File: src/rtl/ieee754_addsub_seq_if.sv
// Start/done request bus of the sequential binary32 add/subtract unit.
// Master drives the request and operands; slave returns busy, done and the result.
interface ieee754_addsub_seq_if;
  logic        start;
  logic        op;
  logic [31:0] input1;
  logic [31:0] input2;
  logic [31:0] out;
  logic        busy;
  logic        done;

  modport master (output start, op, input1, input2, input out, busy, done);
  modport slave  (input start, op, input1, input2, output out, busy, done);
endinterface

File: src/rtl/ieee754_addsub_seq.sv
// Sequential binary32 add/subtract, round-to-nearest-even, flush-to-zero; done 5 cycles after start.
// No backpressure: start is taken only in IDLE and ignored while an operation is in flight.
module ieee754_addsub_seq (
  input  logic                        clk,
  input  logic                        rst,
  ieee754_addsub_seq_if.slave         io
);

  typedef enum logic [2:0] {
    S_IDLE,
    S_UNPACK,
    S_ALIGN,
    S_ADD,
    S_NORM,
    S_ROUND
  } state_t;

  state_t state_q;

  // Captured operands; opb already carries the effective sign for subtract.
  logic [31:0] opa_q, opb_q;

  logic        s1_q, s2_q, s1_d, s2_d;
  logic [7:0]  e1_q, e2_q, e1_d, e2_d;
  logic [23:0] m1_q, m2_q, m1_d, m2_d;
  logic        z1_q, z2_q, z1_d, z2_d;
  logic        inf1_q, inf2_q, inf1_d, inf2_d;
  logic        nan_q, nan_d;

  logic        sgn_q, sgn_d;
  logic        effsub_q, effsub_d;
  logic [7:0]  ea_q, ea_d;
  logic [26:0] ma_q, ma_d;
  logic [26:0] mb_q, mb_d;

  logic [27:0] sum_q, sum_d;

  logic [9:0]  en_q, en_d;
  logic [26:0] mn_q, mn_d;
  logic        zres_q, zres_d;

  logic [31:0] out_q, out_d;
  logic        busy_q;
  logic        done_q;

  // Unpack and classify.
  always_comb begin
    s1_d   = opa_q[31];
    s2_d   = opb_q[31];
    e1_d   = opa_q[30:23];
    e2_d   = opb_q[30:23];
    z1_d   = (e1_d == 8'd0);
    z2_d   = (e2_d == 8'd0);
    m1_d   = z1_d ? 24'd0 : {1'b1, opa_q[22:0]};
    m2_d   = z2_d ? 24'd0 : {1'b1, opb_q[22:0]};
    inf1_d = (e1_d == 8'hFF) && (opa_q[22:0] == 23'd0);
    inf2_d = (e2_d == 8'hFF) && (opb_q[22:0] == 23'd0);
    nan_d  = ((e1_d == 8'hFF) && (opa_q[22:0] != 23'd0)) ||
             ((e2_d == 8'hFF) && (opb_q[22:0] != 23'd0));
  end

  logic        swap;
  logic [7:0]  small_e, diff;
  logic [23:0] small_m;
  logic [49:0] wide;

  // Align: A is the larger magnitude, B shifted right with guard/round/sticky.
  always_comb begin
    swap     = (e2_q > e1_q) || ((e2_q == e1_q) && (m2_q > m1_q));
    ea_d     = swap ? e2_q : e1_q;
    ma_d     = {(swap ? m2_q : m1_q), 3'b000};
    sgn_d    = swap ? s2_q : s1_q;
    small_e  = swap ? e1_q : e2_q;
    small_m  = swap ? m1_q : m2_q;
    effsub_d = s1_q ^ s2_q;
    diff     = ea_d - small_e;
    wide     = {small_m, 26'd0} >> diff;
    if (diff >= 8'd26) begin
      mb_d = {26'd0, |small_m};
    end else begin
      mb_d = {wide[49:24], |wide[23:0]};
    end
  end

  always_comb begin
    if (effsub_q) begin
      sum_d = {1'b0, ma_q} - {1'b0, mb_q};
    end else begin
      sum_d = {1'b0, ma_q} + {1'b0, mb_q};
    end
  end

  logic [4:0] lzc;
  logic       found;

  // Normalise: priority encoder gives the left-shift amount when there is no carry.
  always_comb begin
    lzc   = 5'd0;
    found = 1'b0;
    for (int i = 26; i >= 0; i--) begin
      if (!found && sum_q[i]) begin
        found = 1'b1;
        lzc   = 5'(26 - i);
      end
    end
    zres_d = (sum_q == 28'd0);
    if (sum_q[27]) begin
      mn_d = {sum_q[27:2], sum_q[1] | sum_q[0]};
      en_d = {2'b00, ea_q} + 10'd1;
    end else begin
      mn_d = sum_q[26:0] << lzc;
      en_d = {2'b00, ea_q} - {5'd0, lzc};
    end
  end

  logic        rnd_up;
  logic [24:0] sig_r;
  logic [9:0]  er;
  logic [22:0] frac_r;

  // Round to nearest even; en/er are two's complement so bit 9 flags underflow.
  always_comb begin
    rnd_up = mn_q[2] & (mn_q[1] | mn_q[0] | mn_q[3]);
    sig_r  = {1'b0, mn_q[26:3]} + {24'd0, rnd_up};
    er     = sig_r[24] ? en_q + 10'd1 : en_q;
    frac_r = sig_r[24] ? sig_r[23:1] : sig_r[22:0];
    if (nan_q || (inf1_q && inf2_q && (s1_q != s2_q))) begin
      out_d = 32'h7FC00000;
    end else if (inf1_q) begin
      out_d = {s1_q, 8'hFF, 23'd0};
    end else if (inf2_q) begin
      out_d = {s2_q, 8'hFF, 23'd0};
    end else if (zres_q) begin
      out_d = {z1_q & z2_q & s1_q & s2_q, 31'd0};
    end else if (er[9] || (er == 10'd0)) begin
      out_d = {sgn_q, 31'd0};
    end else if (er >= 10'd255) begin
      out_d = {sgn_q, 8'hFF, 23'd0};
    end else begin
      out_d = {sgn_q, er[7:0], frac_r};
    end
  end

  always_ff @(posedge clk or posedge rst) begin
    if (rst) begin
      state_q  <= S_IDLE;
      opa_q    <= 32'd0;
      opb_q    <= 32'd0;
      s1_q     <= 1'b0;
      s2_q     <= 1'b0;
      e1_q     <= 8'd0;
      e2_q     <= 8'd0;
      m1_q     <= 24'd0;
      m2_q     <= 24'd0;
      z1_q     <= 1'b0;
      z2_q     <= 1'b0;
      inf1_q   <= 1'b0;
      inf2_q   <= 1'b0;
      nan_q    <= 1'b0;
      sgn_q    <= 1'b0;
      effsub_q <= 1'b0;
      ea_q     <= 8'd0;
      ma_q     <= 27'd0;
      mb_q     <= 27'd0;
      sum_q    <= 28'd0;
      en_q     <= 10'd0;
      mn_q     <= 27'd0;
      zres_q   <= 1'b0;
      out_q    <= 32'd0;
      busy_q   <= 1'b0;
      done_q   <= 1'b0;
    end else begin
      done_q <= 1'b0;
      case (state_q)
        S_IDLE: begin
          if (io.start) begin
            opa_q   <= io.input1;
            opb_q   <= {io.input2[31] ^ io.op, io.input2[30:0]};
            state_q <= S_UNPACK;
          end
        end
        S_UNPACK: begin
          s1_q    <= s1_d;
          s2_q    <= s2_d;
          e1_q    <= e1_d;
          e2_q    <= e2_d;
          m1_q    <= m1_d;
          m2_q    <= m2_d;
          z1_q    <= z1_d;
          z2_q    <= z2_d;
          inf1_q  <= inf1_d;
          inf2_q  <= inf2_d;
          nan_q   <= nan_d;
          busy_q  <= 1'b1;
          state_q <= S_ALIGN;
        end
        S_ALIGN: begin
          sgn_q    <= sgn_d;
          effsub_q <= effsub_d;
          ea_q     <= ea_d;
          ma_q     <= ma_d;
          mb_q     <= mb_d;
          state_q  <= S_ADD;
        end
        S_ADD: begin
          sum_q   <= sum_d;
          state_q <= S_NORM;
        end
        S_NORM: begin
          en_q    <= en_d;
          mn_q    <= mn_d;
          zres_q  <= zres_d;
          state_q <= S_ROUND;
        end
        S_ROUND: begin
          out_q   <= out_d;
          done_q  <= 1'b1;
          busy_q  <= 1'b0;
          state_q <= S_IDLE;
        end
        default: begin
          state_q <= S_IDLE;
        end
      endcase
    end
  end

  assign io.out  = out_q;
  assign io.busy = busy_q;
  assign io.done = done_q;

endmodule
File: src/flat_wrapper.sv
// flat-port wrapper written by rule: the top's interface ports become plain ports
module ieee754_addsub_seq_flat 
  (clk, rst, io_start, io_op, io_input1, io_input2, io_out, io_busy, io_done);
  ieee754_addsub_seq_if io_i ();
  input  logic clk;
  input  logic rst;
  input wire logic [$bits(io_i.start)-1:0] io_start;
  input wire logic [$bits(io_i.op)-1:0] io_op;
  input wire logic [$bits(io_i.input1)-1:0] io_input1;
  input wire logic [$bits(io_i.input2)-1:0] io_input2;
  output wire logic [$bits(io_i.out)-1:0] io_out;
  output wire logic [$bits(io_i.busy)-1:0] io_busy;
  output wire logic [$bits(io_i.done)-1:0] io_done;
  assign io_i.start = io_start;
  assign io_i.op = io_op;
  assign io_i.input1 = io_input1;
  assign io_i.input2 = io_input2;
  assign io_out = io_i.out;
  assign io_busy = io_i.busy;
  assign io_done = io_i.done;
  ieee754_addsub_seq u_core (.clk(clk), .rst(rst), .io(io_i));
endmodule
File: config.mk
export PLATFORM = sky130hd
export DESIGN_NAME = ieee754_addsub_seq_flat
export DESIGN_NICKNAME = d
export VERILOG_FILES = /design/src/rtl/ieee754_addsub_seq_if.sv /design/src/rtl/ieee754_addsub_seq.sv /design/src/flat_wrapper.sv
export SDC_FILE = /design/constraint.sdc
export NUM_CORES = 1
export LEC_CHECK = 0
export BUFFER_PORTS_ARGS = -buffer_cell sky130_fd_sc_hd__buf_4
export CORE_ASPECT_RATIO = 0.8
export CORE_MARGIN = 2
export CORE_UTILIZATION = 31
export DETAILED_ROUTE_END_ITERATION = 10
export HOLD_SLACK_MARGIN = 0.12
export PLACE_DENSITY = 0.46
export SYNTH_ARGS = -nofsm -noshare
export SYNTH_HDL_FRONTEND = slang
export SYNTH_SLANG_ARGS = --single-unit
File: constraint.sdc
create_clock -name clk -period 22.8 [get_ports clk]
set_input_delay 4.56 -clock clk [delete_from_list [all_inputs] [get_ports clk]]
set_output_delay 4.56 -clock clk [all_outputs]
set_load 0.01 [all_outputs]
==> run metrics, run 1 <==
status complete, no violations; gpl congestion 0.919; max-slew violations 0; antenna-violating nets left 0; Port Buffer Count 101; RSZ-0062 raised after global routing false; Yosys cell types 104; synthesized cell area 0.0202 mm²; setup violators final 0; RR Startpoint u_core.e2_q[0]; CTS Buffer Depth 3; total CTS buffers 36; hpwl dp 51100 µm; sequential share of the synthesized area 37.0%; FFs w/ async S/R, synth 100%; initial antenna violation count 1; most frequent cell after synthesis dfrtp_1; Least-Margin Pin Slew 1300 ps; ANT cells 0; Post-synth EDFFs 0; # hold bufs at CTS 0; Clock Skews 33.9 ps; Resized cells post-CTS 0; std cell rows 83; NumNets Final 2474; Synth Area per Inst 8.85 µm²; share of layout cells above drive strength 1 15.2%; Reg area 0.00748 mm²; WP data arrival 6670 ps; Die Ht 233 µm; syn nets 2446; Tmin final 6220 ps; YS warnings 0; area leader, netlist dfrtp_1; FF-to-FF setup slack 16580 ps; CTS clk-pin slew, worst paths 70 ps; Multi-input gate area 0.0118 mm²; iteration count of the initial detailed-routing pass 7; CORE AREA 0.0644 mm²; # DRC 0; crit path capture type flop; H-tree depth 2; top cells by count, synth dfrtp_1, nand2_1, nor2_1; Mapped Cells 2287; worst-skew pair later-pin latency 570 ps; worst hold path type flop to flop; final wirelength 68000 µm; Critical Path Source Type flop; 1st-iter DRT viols 1566; worst hold path endpoint u_core.io.out[11]; DIE AREA 0.0674 mm²; fmax 0.161 GHz; CTS tree done; global-route usage over all layers 20.2%; critical path required time 23250 ps; Die W 290 µm; Hold Path Depth 2; Synth top area share 37.0%; maxcap violations 0; Crit Path Class flop to flop; maximum number of pins on one net before global-route repair 109; CTS sink count 299; hold_sp u_core.io.out[11]; Synth area leaders dfrtp_1, mux2_2, ha_1; filler instances 6606; ys flop type dfrtp_1; total gr overflow 0; worst r2r path cells 18; vias in the first global route 17700; global-route wire length before repair 107000 µm; I/O pin count 102; #FFs+latches synth 299; Slew headroom 13.5%; Final TNS setup 0 ps; Fin. Hold Viols 0; Layout Area Growth over Synthesis 13.2%; Root Buffer clkbuf_16; Max Fanout on Critical Path 40; Crit Reg-Reg Endpoint u_core.mb_q[0]; WL per Instance 21.3 µm; Initial Utilization 31.4%; Vias 18000; post-CTS setup buffer count 0; via/cell ratio 5.64; Final period util 27.3%
==> logic make-up (layout without fill, tap and decap cells) <==
group                    Yosys count  count (layout)  share of synthesized area, %
buffers and inverters            247             300                          4.98
XOR/XNOR                          65              65                          2.81
adder cells (fa/ha/maj)           91              91                          5.70
multiplexers                     176             176                          10.2
flip-flops                       299             299                          37.0
AND/OR/NAND/NOR                  780             780                          18.5
AO/OA/AOI/OAI                    629             629                          20.8
==> worst max path at each step <==
stage | startpoint | to | slack [ps] | depth (start not counted)
finish | u_core.e2_q[0] | u_core.mb_q[0] | 16580 | 18
global route | u_core.e2_q[0] | u_core.mb_q[0] | 16150 | 18
CTS | u_core.e2_q[0] | u_core.mb_q[0] | 16610 | 18
detailed placement | rst | u_core.io.out[7] | 16470 | 3
global placement | rst | u_core.mn_q[11] | 16530 | 3
floorplan | rst | u_core.e1_q[0] | 9980 | 1
==> registers in the layout, indices dropped and copies added (netlist names), 3 cells and up <==
| register | flops |
|---|---|
| u_core.m1_q | 24 |
| u_core.mb_q | 27 |
| u_core.m2_q | 24 |
| u_core.state_q | 3 |
| u_core.sum_q | 28 |
| u_core.io.out | 32 |
| u_core.opb_q | 32 |
| u_core.ma_q | 24 |
| u_core.mn_q | 27 |
| u_core.en_q | 10 |
| u_core.opa_q | 32 |
| u_core.e2_q | 8 |
| u_core.ea_q | 8 |
| u_core.e1_q | 8 |
==> through the flow <==
| stage | hold slack (ps) | cell area (µm²) | cells | utilization (%) | setup WS [ps] |
|---|---|---|---|---|---|
| after global placement | 468 | 21700 | 3127 | 33.7 | 16530 |
| after global routing | 502 | 22900 | 3190 | 35.6 | 16150 |
| after CTS | 487 | 22900 | 3190 | 35.6 | 16610 |
| after detailed placement | 475 | 21700 | 3127 | 33.7 | 16470 |
| final | 477 | 22900 | 3190 | 35.6 | 16580 |
| after floorplan | 473 | 20200 | 2287 | - | 9980 |
==> metal layers <==
metal | wire length (µm) | track usage [%] | vias to the layer above
met1 | 34000 | 30.6 | 8880
met4 | 1370 | 4.79 | 2
met5 | 20 | 0 | -
li1 | - | - | 8481
met2 | 29100 | 30.0 | 513
met3 | 3480 | 2.90 | 102
==> area by class of cell <==
type,count,share of cell area (%)
multi-input combinational,1741,51.4
sequential,299,32.7
clock buffer,53,4.65
tap,850,4.64
timing repair buffer,126,4.13
inverter,111,1.85
clock inverter,10,0.655
==> worst max-delay path, stage by stage, from the launching register on <==
cell and delay [ps]:
dfrtp_1 380, inv_1 70, ha_1 270, buf_4 390, nand2_1 130, or3_4 390, nor2_4 390, o21ai_4 210
nand2_1 110, buf_4 390, mux2_2 390, ha_1 840, inv_1 600, mux4_2 530, nand4_1 110, a222oi_1 450
nand4_1 140, o211ai_1 200, a21oi_1 90
==> cell usage in the layout, fill, tap and decap left out, types with 7 or more instances in the layout <==
master     Yosys  final
a211oi_1      16     16
a21o_1        20     20
a21oi_1      131    129
a221oi_1      15     15
a22o_1        50     50
a31oi_1       55     55
and2_1         9      9
and3_1        24     24
buf_4          4    126
clkbuf_1      97      7
clkbuf_16      0     36
clkbuf_8       0     10
dfrtp_1      299    299
ha_1          89     89
inv_1        108    107
mux2_2       102    102
mux2i_1       57     57
mux4_2        14     14
nand2_1      245    245
nand2b_1      13     13
nand3_1       63     63
nand4_1       24     24
nor2_1       209    208
nor2b_1       14     14
nor3_1        53     52
nor4_1        49     48
o2111ai_1     12     12
o211ai_1      21     21
o21ai_0      142    142
o21ai_1       11     11
o221ai_1      16     16
o22ai_1       38     38
o31ai_1       14     14
or2_2          7      7
or3_1         20     19
xnor2_1       36     36
xor2_1        29     29
Power of run 1 is not shown: default switching activity piles up to over one toggle a cycle in this logic, so the estimate is an artifact.
==> run 2: changes to the inputs <==
==> constraint.sdc (replaced) <==
create_clock -name clk -period 6.2 [get_ports clk]
set_input_delay 1.24 -clock clk [delete_from_list [all_inputs] [get_ports clk]]
set_output_delay 1.24 -clock clk [all_outputs]
set_load 0.01 [all_outputs]
==> run metrics, run 2 (synthesis results as in run 1) <==
post-CTS setup buffer count 0 (unchanged); fmax 0.178 GHz (+11%); Least-Margin Pin Slew 969 ps (-329 ps); Root Buffer clkbuf_16; via/cell ratio 5.62 (-0.26%); CTS Buffer Depth 3 (unchanged); Max Fanout on Critical Path 16 (-60%); initial antenna violation count 0 (-1); Die W 290 µm (unchanged); vias in the first global route 17500 (-1.2%); iteration count of the initial detailed-routing pass 6 (-1); Die Ht 233 µm (unchanged); status complete, no violations; share of layout cells above drive strength 1 16.6% (+1.4 points); CORE AREA 0.0644 mm² (unchanged); Resized cells post-CTS 0 (unchanged); maxcap violations 0 (unchanged); total gr overflow 0 (unchanged); Vias 18100 (+0.87%); global-route wire length before repair 110000 µm (+3.5%); # hold bufs at CTS 0 (unchanged); Final period util 90.8% (+64 points); most frequent cells in the layout dfrtp_1, nand2_1, nor2_1; WL per Instance 22.0 µm (+3.3%); H-tree depth 2 (unchanged); global-route usage over all layers 21.2% (+0.97 points); DIE AREA 0.0674 mm² (unchanged); I/O pin count 102 (unchanged); Crit Path Class flop to flop; ANT cells 0 (unchanged); crit path capture type flop; filler instances 6669 (+0.95%); CP Cell Sequence inv_1 > ha_1 > nand4_2 > or3_4 > nor2_4 > o21ai_4 > nand2_1 > mux2_2 > ha_1 > a21oi_1 > a21oi_2 > nor2_2 > mux4_2 > mux2i_1 > a222oi_1 > nand4_1 > o211ai_1 > a21oi_1; max incr delay on CP 660 ps (-180 ps); CTS sink count 299 (unchanged); Worst path slowest cell nor2_2; Critical Path Source Type flop; WP data arrival 6090 ps (-580 ps); final wirelength 71000 µm (+4.5%); gpl congestion 0.971 (+5.6%); maximum number of pins on one net before global-route repair 145 (+33%); Final TNS setup 0 ps (unchanged); total CTS buffers 37 (+2.8%); hpwl dp 53800 µm (+5.3%); worst hold path type flop to flop; # DRC 0 (unchanged); Initial Utilization 31.4% (unchanged); Fin. Hold Viols 0 (unchanged); NumNets Final 2511 (+1.5%); Slew headroom 34.6% (+21 points); std cell rows 83 (unchanged); setup violators final 0 (unchanged); commonest non-fill, non-tap cell in the layout dfrtp_1; FF-to-FF setup slack 570 ps (-16010 ps); CP delay by family, top simple AND/OR/NAND/NOR gates; 1st-iter DRT viols 1519 (-3.0%); Tmin final 5630 ps (-593 ps); Layout Area Growth over Synthesis 15.2%; critical path required time 6660 ps (-16590 ps); max-slew violations 0 (unchanged); Port Buffer Count 101 (unchanged); CTS tree done; antenna-violating nets left 0 (unchanged); CTS clk-pin slew, worst paths 60 ps (about the same); Clock Skews 31.1 ps (-2.77 ps); RSZ-0062 raised after global routing false; worst-skew pair later-pin latency 560 ps (about the same); combined buffer and inverter count along the critical path 1 (-3)
[run 2: stage by stage]
| stage | hold slack, ps | area [µm²] | cells | util, % | setup slack (ps) |
|---|---|---|---|---|---|
| 2_1_floorplan | 473 | 20200 | 2287 | - | 987 |
| 3_5_place_dp | 477 | 22000 | 3163 | 34.2 | 621 |
| 4_1_cts | 490 | 23300 | 3226 | 36.2 | 598 |
| 5_1_grt | 510 | 23300 | 3226 | 36.2 | 320 |
| 6_report | 481 | 23300 | 3226 | 36.2 | 569 |
| 3_3_place_gp | 470 | 22000 | 3163 | 34.2 | 702 |
[run 2: layout make-up]
| type | instances | area [µm²] | share of cell area [%] |
|---|---|---|---|
| Inverter | 111 | 420 | 1.80 |
| Timing Repair Buffer | 162 | 1250 | 5.38 |
| Sequential cell | 299 | 7480 | 32.1 |
| Clock buffer | 51 | 1080 | 4.63 |
| Multi-Input combinational cell | 1741 | 11800 | 50.6 |
| Tap cell | 850 | 1060 | 4.56 |
| Clock inverter | 12 | 231 | 0.993 |
[run 2: layer usage]
metal  vias up  part of all wire [%]  global-route usage [%]
li1       8535                     -                       -
met1      8927                    50                    32.6
met2       584                    42                    30.3
met3        88                   5.8                    3.56
met4         0                   2.2                    5.26
met5         -                     0                       0
[run 2: final timing paths]
kind / from / endpoint / cells after the start
max: u_core.e1_q[5] / u_core.mb_q[0] / 18
min: u_core.io.out[7] / u_core.io.out[7] / 2
max reg2reg: u_core.e1_q[5] / u_core.mb_q[0] / 18
min reg2reg: u_core.io.out[7] / u_core.io.out[7] / 2
max in group asynchronous: rst / u_core.nan_q / 3
min in group asynchronous: rst / u_core.mb_q[17] / 3
[run 2: worst reg2reg max path: stages (launching register included)]
cell	delay (ps)
dfrtp_1	390
inv_1	60
ha_1	440
nand4_2	170
or3_4	450
nor2_4	470
o21ai_4	240
nand2_1	160
mux2_2	350
ha_1	200
a21oi_1	260
a21oi_2	170
nor2_2	660
mux4_2	620
mux2i_1	320
a222oi_1	170
nand4_1	140
o211ai_1	130
a21oi_1	180
Power of run 2 is left out for the same reason.
==> run 3: changes to the inputs <==
==> constraint.sdc (replaced) <==
create_clock -name clk -period 6.7 [get_ports clk]
set_input_delay 1.34 -clock clk [delete_from_list [all_inputs] [get_ports clk]]
set_output_delay 1.34 -clock clk [all_outputs]
set_load 0.01 [all_outputs]
==> run metrics, run 3 (synthesis results as in run 1) <==
fmax 0.172 GHz (-3.0%); maxcap violations 0 (unchanged); CTS tree done; critical path required time 7140 ps (+480 ps); post-route cell area 0.0231 mm² (-1.0%); post-CTS setup buffer count 0 (unchanged); gpl congestion 0.948 (-2.3%); RSZ-0062 raised after global routing false; WP data arrival 6250 ps (+160 ps); iteration count of the initial detailed-routing pass 5 (-1); Fin. Hold Viols 0 (unchanged); Vias 18100 (-0.094%); WL per Instance 21.7 µm (-1.2%); Crit Path Class flop to flop; most frequent cells in the layout dfrtp_1, nand2_1, nor2_1; Critical Path Source Type flop; CTS Buffer Depth 3 (unchanged); H-tree depth 2 (unchanged); RR Startpoint u_core.m1_q[11]; Crit Reg-Reg Endpoint u_core.mb_q[0]; Hold Path Depth 2 (unchanged); # hold bufs at CTS 0 (unchanged); CORE AREA 0.0644 mm² (unchanged); worst r2r path cells 17 (-1); crit path capture type flop; DIE AREA 0.0674 mm² (unchanged); max-slew violations 0 (unchanged); antenna-violating nets left 0 (unchanged); worst-skew pair later-pin latency 560 ps (about the same); Initial Utilization 31.4% (unchanged); Clock Skews 27.0 ps (-4.12 ps); Port Buffer Count 101 (unchanged); setup violators final 0 (unchanged); std cell rows 83 (unchanged); hpwl dp 53200 µm (-1.2%); share of layout cells above drive strength 1 15.8% (-0.80 points); # DRC 0 (unchanged); total gr overflow 0 (unchanged); Final period util 86.6% (-4.2 points); Worst path slowest cell nand2_1; Resized cells post-CTS 0 (unchanged); DP Area 0.0218 mm² (-0.86%); worst hold path endpoint u_core.io.out[11]; Tmin final 5810 ps (+175 ps); NumNets Final 2489 (-0.88%); CTS clk-pin slew, worst paths 60 ps (about the same); FF-to-FF setup slack 890 ps (+330 ps); Die W 290 µm (unchanged); max incr delay on CP 590 ps (-70 ps); Root Buffer clkbuf_16; initial antenna violation count 0 (unchanged); CP Cell Sequence inv_1 > ha_1 > a21oi_1 > o21ai_1 > a211o_1 > o221a_2 > o21ai_4 > nand2_1 > buf_4 > a2bb2oi_1 > mux2_2 > a311oi_2 > nand2_1 > a222oi_1 > nand4_1 > o211ai_1 > a21oi_1; commonest non-fill, non-tap cell in the layout dfrtp_1; global-route wire length before repair 110000 µm (-0.86%); Least-Margin Pin Slew 1370 ps (+398 ps); total CTS buffers 37 (unchanged); Final TNS setup 0 ps (unchanged); via/cell ratio 5.65 (+0.50%); hold_sp u_core.io.out[11]; status complete, no violations; maximum number of pins on one net before global-route repair 104 (-28%); global-route usage over all layers 20.9% (-0.25 points); ANT cells 0 (unchanged); worst hold path type flop to flop; Layout Area Growth over Synthesis 14.0%; Max Fanout on Critical Path 38 (+22); Die Ht 233 µm (unchanged); 1st-iter DRT viols 1697 (+12%); CTS sink count 299 (unchanged); I/O pin count 102 (unchanged); final wirelength 69700 µm (-1.8%); Slew headroom 7.69% (-27 points); vias in the first global route 17500 (+0.017%)
-- run 3: cell types whose count changed in the layout (fill, tap and decap cells not counted) --
cell and change:
inv_6 +1, clkinv_8 -1, buf_4 -20, clkinv_2 -1
clkbuf_16 -1, clkbuf_1 +3, clkinv_4 +1, bufinv_16 -3
clkbuf_8 +4, buf_12 -2
-- run 3: metrics by stage --
step	utilization [%]	hold slack [ps]	instances	setup WS [ps]
4_1_cts	35.8	486	3207	914
2_1_floorplan	-	473	2287	1390
5_1_grt	35.8	505	3207	617
3_3_place_gp	33.9	472	3141	996
3_5_place_dp	33.9	473	3141	931
6_report	35.8	479	3207	895
-- run 3: final cells by class --
| class | count | area (µm²) |
|---|---|---|
| Tap cell | 850 | 1060 |
| Sequential cell | 299 | 7480 |
| Inverter | 111 | 420 |
| Timing Repair Buffer | 140 | 1060 |
| Fill cell | 6608 | 41300 |
| Multi-Input combinational cell | 1741 | 11800 |
| Clock buffer | 57 | 1120 |
| Clock inverter | 9 | 138 |
-- run 3: worst max-delay path by stage --
stage                         start              to  slack, ps  depth (start not counted)
floorplan                       rst  u_core.e1_q[0]       1390                          1
global placement    u_core.m1_q[11]  u_core.mb_q[0]       1000                         17
detailed placement  u_core.m1_q[11]  u_core.mb_q[0]        930                         17
CTS                 u_core.m1_q[11]  u_core.mb_q[0]        910                         17
global route        u_core.m1_q[11]  u_core.mb_q[0]        620                         17
finish              u_core.m1_q[11]  u_core.mb_q[0]        890                         17
-- run 3: worst max-delay path: cells and delay by family, from the launching register on --
family | cells | cell delay [ps]
and+or+nand+nor | 3 | 880
adders and majority gates | 1 | 320
buffers and inverters | 2 | 440
AOI/OAI and AO/OA | 10 | 3150
DFF | 1 | 460
muxes | 1 | 390
-- run 3: metal layers --
metal | vias to the layer above | wire length [µm] | track usage, %
li1 | 8515 | - | -
met1 | 8915 | 34300 | 31.9
met2 | 595 | 29400 | 30.2
met3 | 92 | 4520 | 3.75
met4 | 0 | 1490 | 4.92
met5 | - | 0 | 0
Power of run 3 is left out for the same reason.
